<file path="src/rtl/bcd_sevenseg_scanner.sv">
// Time-multiplexed common-anode seven-segment scanner for a ten-digit BCD value.
// A snapshot is taken once per scan frame so the displayed digits never tear.
module bcd_sevenseg_scanner #(
  parameter int NUM_DIGITS     = 8,
  parameter int PRESCALE       = 100000,
  parameter bit ACTIVE_LOW_OUT = 1'b1
) (
  input  logic                  clk,
  input  logic                  reset,
  input  logic [39:0]           bcd_in,
  input  logic                  enable,
  input  logic                  blank_lz,
  output logic [NUM_DIGITS-1:0] an,
  output logic [6:0]            seg,
  output logic                  dp,
  output logic                  frame_done,
  output logic                  overflow
);

  localparam int CW = (PRESCALE > 1) ? $clog2(PRESCALE) : 1;
  localparam int IW = (NUM_DIGITS > 1) ? $clog2(NUM_DIGITS) : 1;
  localparam int SW = 4 * NUM_DIGITS;

  localparam logic [CW-1:0]         CNT_MAX = CW'(PRESCALE - 1);
  localparam logic [IW-1:0]         IDX_MAX = IW'(NUM_DIGITS - 1);
  localparam logic [NUM_DIGITS-1:0] AN_OFF  = ACTIVE_LOW_OUT ? {NUM_DIGITS{1'b1}} : {NUM_DIGITS{1'b0}};
  localparam logic [6:0]            SEG_OFF = ACTIVE_LOW_OUT ? 7'h7F : 7'h00;
  localparam logic                  DP_OFF  = ACTIVE_LOW_OUT;
  localparam logic [6:0]            SEG_DASH = 7'h40;

  // Active-high segment pattern, bit 0 = a ... bit 6 = g.
  function automatic logic [6:0] seg_decode(input logic [3:0] d);
    logic [6:0] s;
    case (d)
      4'd0:    s = 7'h3F;
      4'd1:    s = 7'h06;
      4'd2:    s = 7'h5B;
      4'd3:    s = 7'h4F;
      4'd4:    s = 7'h66;
      4'd5:    s = 7'h6D;
      4'd6:    s = 7'h7D;
      4'd7:    s = 7'h07;
      4'd8:    s = 7'h7F;
      4'd9:    s = 7'h6F;
      default: s = 7'h79;
    endcase
    return s;
  endfunction

  function automatic logic overflow_of(input logic [39:0] v);
    logic r;
    r = 1'b0;
    for (int p = 0; p < 10; p++) begin
      if ((p >= NUM_DIGITS) && (v[4*p +: 4] != 4'd0)) begin
        r = 1'b1;
      end
    end
    return r;
  endfunction

  function automatic logic [3:0] digit_at(input logic [SW-1:0] v, input logic [IW-1:0] idx);
    logic [3:0] d;
    d = 4'd0;
    for (int p = 0; p < NUM_DIGITS; p++) begin
      if (int'(idx) == p) begin
        d = v[4*p +: 4];
      end
    end
    return d;
  endfunction

  // True when this position and every more-significant shown digit are zero.
  function automatic logic leading_zero(input logic [SW-1:0] v, input logic [IW-1:0] idx);
    logic z;
    z = (idx != '0);
    for (int p = 0; p < NUM_DIGITS; p++) begin
      if ((p >= int'(idx)) && (v[4*p +: 4] != 4'd0)) begin
        z = 1'b0;
      end
    end
    return z;
  endfunction

  logic [CW-1:0]         cnt_q, cnt_d;
  logic [IW-1:0]         idx_q, idx_d;
  logic [SW-1:0]         snap_q, snap_d;
  logic                  ovf_q, ovf_d;
  logic                  fd_q, fd_d;
  logic [NUM_DIGITS-1:0] an_q, an_d;
  logic [6:0]            seg_q, seg_d;
  logic                  dp_q;
  logic                  tick_s;
  logic [3:0]            digit_s;
  logic [6:0]            seg_act_s;
  logic [NUM_DIGITS-1:0] an_act_s;

  // Next-state for scan counters and snapshot, plus output pattern for the new index.
  always_comb begin
    cnt_d     = cnt_q;
    idx_d     = idx_q;
    snap_d    = snap_q;
    ovf_d     = ovf_q;
    fd_d      = 1'b0;
    an_d      = AN_OFF;
    seg_d     = SEG_OFF;
    tick_s    = (cnt_q == CNT_MAX);
    digit_s   = 4'd0;
    seg_act_s = 7'h00;
    an_act_s  = '0;
    if (enable) begin
      if (tick_s) begin
        cnt_d = '0;
        if (idx_q == IDX_MAX) begin
          idx_d  = '0;
          snap_d = bcd_in[SW-1:0];
          ovf_d  = overflow_of(bcd_in);
          fd_d   = 1'b1;
        end else begin
          idx_d = idx_q + 1'b1;
        end
      end else begin
        cnt_d = cnt_q + 1'b1;
      end
      // Outputs follow the post-edge index and snapshot so a wrap shows fresh data.
      digit_s = digit_at(snap_d, idx_d);
      if (ovf_d) begin
        seg_act_s = SEG_DASH;
      end else if (blank_lz && leading_zero(snap_d, idx_d)) begin
        seg_act_s = 7'h00;
      end else begin
        seg_act_s = seg_decode(digit_s);
      end
      for (int i = 0; i < NUM_DIGITS; i++) begin
        an_act_s[i] = (int'(idx_d) == i);
      end
      an_d  = ACTIVE_LOW_OUT ? ~an_act_s : an_act_s;
      seg_d = ACTIVE_LOW_OUT ? ~seg_act_s : seg_act_s;
    end else begin
      an_d  = AN_OFF;
      seg_d = SEG_OFF;
    end
  end

  // State and output registers.
  always_ff @(posedge clk or negedge reset) begin
    if (!reset) begin
      cnt_q  <= '0;
      idx_q  <= '0;
      snap_q <= '0;
      ovf_q  <= 1'b0;
      fd_q   <= 1'b0;
      an_q   <= AN_OFF;
      seg_q  <= SEG_OFF;
      dp_q   <= DP_OFF;
    end else begin
      cnt_q  <= cnt_d;
      idx_q  <= idx_d;
      snap_q <= snap_d;
      ovf_q  <= ovf_d;
      fd_q   <= fd_d;
      an_q   <= an_d;
      seg_q  <= seg_d;
      dp_q   <= DP_OFF;
    end
  end

  assign an         = an_q;
  assign seg        = seg_q;
  assign dp         = dp_q;
  assign frame_done = fd_q;
  assign overflow   = ovf_q;

endmodule

</file>
<file path="config.mk">
export PLATFORM = sky130hd
export DESIGN_NAME = bcd_sevenseg_scanner
export DESIGN_NICKNAME = d
export VERILOG_FILES = /design/src/rtl/bcd_sevenseg_scanner.sv
export SDC_FILE = /design/constraint.sdc
export NUM_CORES = 1
export LEC_CHECK = 0
export BUFFER_PORTS_ARGS = -buffer_cell sky130_fd_sc_hd__buf_2
export CAP_MARGIN = 30
export CORE_MARGIN = 4
export CORE_UTILIZATION = 46
export CTS_CLUSTER_DIAMETER = 60
export CTS_CLUSTER_SIZE = 24
export DETAILED_ROUTE_END_ITERATION = 8
export GPL_TIMING_DRIVEN = 0
export PLACE_DENSITY = 0.67
export SETUP_SLACK_MARGIN = 0.2
export SLEW_MARGIN = 20
export SYNTH_ARGS = -nofsm -noshare
export SYNTH_HDL_FRONTEND = slang
export SYNTH_SLANG_ARGS = --single-unit
</file>
<file path="constraint.sdc">
create_clock -name clk -period 8.3 [get_ports clk]
set_input_delay 1.245 -clock clk [delete_from_list [all_inputs] [get_ports clk]]
set_output_delay 1.245 -clock clk [all_outputs]
set_load 0.03 [all_outputs]
</file>
Word level (Yosys, flattened, before mapping). Memories as Yosys holds them, arrays and structs flattened. Index checks and enable logic that the tools add are counted.

Register bits after elaboration: 69. Memory bits (read-only): 112. Bits of input ports: 44. Output and inout port bits: 18. Logic and storage cells: 87. Memories kept: 1.

Add/subtract/negate cells: 2. Magnitude comparators: 7. Equality and inequality tests: 9. Multiplexer cells: 39. Bitwise operators: 2. Reduce and logical (&&, ||, !) cells: 20.

Memories: (name not given) (depth 16, bits a word 7, read ports 1, clocked after memory_dff 0, wr ports 0, RTL line 34) `case (d)`.

Operators with widths (number): 32-bit two-way mux (3); 4-bit nonzero test (10); 4-bit two-way mux (9); 7-bit two-way mux (4); 1-bit two-way mux (18); 17-bit by 1-bit adder with 17-bit output, second input constant (1); 17-bit == test, second input constant (1); 17-bit two-way mux (1); 3-bit == test, second input constant (5); 3-bit >= comparator, first input constant (3); 3-bit two-way mux (3); 1-bit logical AND (8); 8-bit two-way mux (1); 8-bit NOT (1); 7-bit NOT (1); 3-bit by 2-bit == test with 1-bit output, second input constant (2); 1-bit by 3-bit >= comparator with 1-bit output, first input constant (2); 2-bit by 3-bit >= comparator with 1-bit output, first input constant (2); 3-bit by 1-bit adder with 3-bit output, second input constant (1); 3-bit by 1-bit == test with 1-bit output, second input constant (1); 3-bit zero test (1); 3-bit nonzero test (1).

Depth between registers and ports, before layout.
Depth after elaboration: 22. Gate-level depth with buffers: 16. Depth with buffers taken out: 14.

Worst setup path before layout. OpenSTA, ideal clock, no wires.

Path type: reg-to-reg. From: reg idx_q[1]. To: reg seg_q[6], in the netlist seg[6]. Setup time: 82 ps. Arrival time: 2882 ps. Data required time: 8218 ps. Setup slack: 5336 ps. Cell stages (with the launch flop): 14. Buffers on the path: 2. Clock period less this slack: 2964 ps. Cells stage by stage: dfrtp_1 > ha_1 > ha_1 > clkbuf_1 > nor2_1 > a21o_1 > buf_4 > mux4_2 > nand2_1 > o221ai_1 > ha_1 > a21boi_0 > a211oi_1 > nor2_1.

Word-level cells in the longest chain between the ends: 22. Elaborated cells on any way between the ends: 68. Those cells by class: 1 x add/sub; 7 x order compare; 8 x eq/ne; 32 x mux; 1 x bitwise; 18 x reduce/logical; 1 x memory.

RTL lines: start, declared (RTL line 85) `logic [IW-1:0] idx_q, idx_d;`; start signal, assigned (RTL line 157) `idx_q <= idx_d;`; parallel branches: the longest is 18 deep, another holds 3-bit by 1-bit adder with 3-bit output; 7-bit two-way mux * (RTL line 126) `if (ovf_d) begin`; 7-bit two-way mux * (RTL line 110) `if (enable) begin`; 7-bit NOT * (RTL line 137) `seg_d = ACTIVE_LOW_OUT ? ~seg_act_s : seg_act_s;`; 7-bit two-way mux * (RTL line 110); net seg_d[6] (RTL line 90) `logic [6:0] seg_q, seg_d;`; end signal, assigned (RTL line 162) `seg_q <= seg_d;`; end, declared (RTL line 90).

Mark *: on every way through the listed nets, which the timed path passes. The select of a mux whose other input is x is not followed. A chain may end at the register's enable or synchronous reset.

Worst setup path in the final report. Same ends and word-level chain as after synthesis.

==> results.py <==
metrics = {
    "die": {
        "start_util_pct": 48.2,
        "io_pins": 62,
        "die-height_um": 102,
        "die_w_um": 102,
        "core_area_sq_um": 8380,
        "rows": 33,
        "die-area_sq_um": 10300,
    },
    "global_route": {
        "grt_max_degree": 44,
        "grt_pass1_vias": 3388,
        "use_met3_pct": 5.17,
        "grt_pass1_wl_mm": 17.1,
        "met1_usage_pct": 29.5,
        "grtUsageMet2_pct": 32.9,
        "antenna_found_initial": 0,
        "gr-total-overflow": 0,
        "busiest_layer": "met2",
        "grt_use_total_pct": 21.1,
    },
    "synthesis": {
        "synth_most_common_cell": "dfrtp_1",
        "synth-edff-count": 0,
        "synthArstFlopShare_pct": 100,
        "synth_top_area_share_pct": 33.5,
        "syn_area_per_cell_sq_um": 10.5,
        "synthesis.area_sq_um": 4040,
        "seq_area_frac_synth_pct": 43.2,
        "yosysTopAreaCell": "dfrtp_1",
        "syn_inst": 384,
        "synth-seq-cells": 69,
        "synthFlopType": "dfrtp_1",
        "syn_nets": 435,
        "ys_types": 67,
        "synth_area_leaders": "dfrtp_1 (33%), mux2_2 (11%), dfstp_2 (9.8%), mux2i_1 (4.2%), o21ai_0 (2.9%)",
        "ys_top_cells_by_count": "dfrtp_1 (54), mux2_2 (38), nand2_1 (30)",
        "yosysWarnings": 0,
    },
    "timing": {
        "finalCriticalPeriod_ns": 3.81,
        "fin_skew_ns": 0.0145,
        "tns_ns": 0,
        "finalSetupViolations": 0,
        "fmax_ghz": 0.262,
        "tightest_slew_ns": 0.824,
        "rsz0062_at_grt": "no",
        "slew_headroom_pct": 45.1,
        "maxSlewViolCount": 0,
        "hold_viol": 0,
        "setup_slack_ns": 4.49,
        "timing.final.crit_share_pct": 45.9,
    },
    "clock_network": {
        "clk_latency_ns": 0.34,
        "postCtsHoldBufs": 0,
        "clock-root-buffer": "clkbuf_8",
        "clkSinkCount": 69,
        "cts_buffers": 9,
        "post_cts_resized": 0,
        "cts_tree": "built",
        "cts.path.max_buffers": 2,
        "path_clk_slew_ns": 0.07,
        "post-cts-setup-buffers": 0,
        "cts_max_level": 3,
    },
    "drt": {
        "drtPass1Iterations": 5,
        "first_iter_violations": 303,
        "via_per_inst": 6.00,
        "remaining_drc_errors": 0,
        "postRouteAntennaNets": 0,
        "wl_mm": 10.5,
        "route.detailed.wl_per_inst_um": 18.6,
        "vias": 3394,
    },
    "power": {
        "comb_power_share_pct": 9.2,
        "switchingPower_uw": 181,
        "switching_share_pct": 25.6,
        "leakagePower_uw": 0.00210,
        "intPower_uw": 526,
        "clockPowerShare_pct": 38.8,
        "pwr_density_cell_nw_per_um2": 151,
        "seqPwrFrac_pct": 52.0,
        "ir_drop_uv": 91.5,
    },
    "run": {
        "cap_violations": 0,
    },
    "placement": {
        "dp_cells": 550,
        "dpl.hpwl_mm": 7.83,
        "pre_cts_ws_ns": 4.59,
        "dpl_cell_area_sq_um": 4490,
        "numPortBuffers": 60,
        "gp_routability_congestion": 0.936,
    },
    "worst_setup_path": {
        "critPathArrivalTime_ns": 4.07,
        "crit_chain": "ha_1 -> ha_1 -> clkbuf_1 -> nor2_1 -> a21oi_1 -> a211oi_1 -> nor4_1 -> o221ai_1 -> ha_1 -> a21boi_0 -> a211oi_1 -> nor2_1",
        "crit_required_ns": 8.56,
        "critPathMaxFanout": 10,
        "critical_path_class": "flop to flop",
        "cp_top_family": "compound AO/OA/AOI/OAI gates",
        "path_buf_inv": 1,
        "cpMostUsedCell": "ha_1",
        "end_kind": "flop",
        "max_stage_delay_ns": 0.71,
        "startpoint_type": "flop",
        "slowest_stage": "a21oi_1",
    },
    "layout": {
        "fillers": 750,
        "stdcell_area_sq_um": 4690,
        "nets": 507,
        "finalNonFillerCells": 566,
        "area_delta_synth_final_pct": 16.0,
        "drive_above_1_share_pct": 33.8,
        "antennaDiodeCount": 0,
    },
    "worst_hold_path": {
        "hold_class": "flop to flop",
    },
    "status": {
        "outcome": "complete, no violations",
    },
}
-- worst register-to-register path, cell delays in order, from the launching register on --
cell and delay [ns]:
dfrtp_1 0.49, ha_1 0.20, ha_1 0.16, clkbuf_1 0.40, nor2_1 0.21, a21oi_1 0.71
a211oi_1 0.11, nor4_1 0.38, o221ai_1 0.33, ha_1 0.28, a21boi_0 0.14, a211oi_1 0.26
nor2_1 0.07
-- state kept, by name, indices dropped and copies added, names as in the netlist --
name        count
frame_done      1
seg             7
idx_q           3
cnt_q          17
snap_q         32
an              8
overflow        1
-- worst paths after layout --
path / startpoint / endpoint / slack, ns / cells after the start
hold / removal: cnt_q[0] / cnt_q[0] / 0.50 / 1
setup reg to reg: idx_q[1] / seg[6] / 4.49 / 12
setup / recovery: idx_q[1] / seg[6] / 4.49 / 12
max in group asynchronous: reset / seg[6] / 6.88 / 2
min in group asynchronous: reset / cnt_q[11] / 0.80 / 1
hold reg to reg: cnt_q[0] / cnt_q[0] / 0.50 / 1
-- placed cells by master, fill, tap and decap left out, drive strengths merged, types with 9 or more instances in the layout --
cell type  count
mux2i         18
dfstp         15
buf           76
and3           9
nor4          10
clkbuf        18
nor2          21
o21ai         27
nand2         30
mux2          39
nand3         22
dfrtp         54
a21oi         16
-- logic make-up (layout without fill, tap and decap cells) --
group | after synthesis | count (layout) | synth area share [%]
xor gates and xnor gates | 11 | 11 | 2.39
adders and majority gates | 7 | 7 | 2.17
and+or+nand+nor | 126 | 126 | 17.3
muxes | 59 | 59 | 16.6
AOI/OAI and AO/OA | 80 | 80 | 13.8
other | 1 | 1 | 0.0928
buffers and inverters | 31 | 108 | 4.40
DFF | 69 | 69 | 43.2
-- final cells by class --
| class | instances | area [sq um] | share of cell area (%) |
|---|---|---|---|
| Multi-Input combinational cell | 284 | 2120 | 45.2 |
| Sequential cell | 69 | 1750 | 37.2 |
| Clock buffer | 12 | 145 | 3.10 |
| Buffer | 21 | 140 | 2.99 |
| Tap cell | 105 | 131 | 2.80 |
| Timing Repair Buffer | 61 | 323 | 6.89 |
| Clock inverter | 4 | 47.5 | 1.01 |
| Inverter | 10 | 37.5 | 0.801 |
-- layer usage --
layer | routed length (um) | part of all wire, % | vias to the layer above
met5 | 0 | 0 | -
met4 | 181 | 1.7 | 0
met3 | 870 | 8.3 | 19
met2 | 4810 | 46 | 162
met1 | 4660 | 44 | 1633
li1 | - | - | 1580
-- per-stage QoR --
step	utilization [%]	hold WS [ns]	total power (uW)
2_1_floorplan	-	0.452	405
3_3_place_gp	53.3	0.471	435
3_5_place_dp	53.6	0.479	439
4_1_cts	55.9	0.501	714
5_1_grt	55.9	0.528	739
6_report	55.9	0.501	707
-- power by group through the flow --
stage	Clock, uW	Combinational, uW	Sequential (uW)
floorplan	0	23.3	382
global placement	0	62.6	373
detailed placement	0	66.2	373
CTS	280	66.2	368
global route	297	73.0	369
finish	274	65.0	368
No activity file was read; power rests on OpenSTA's default activity.
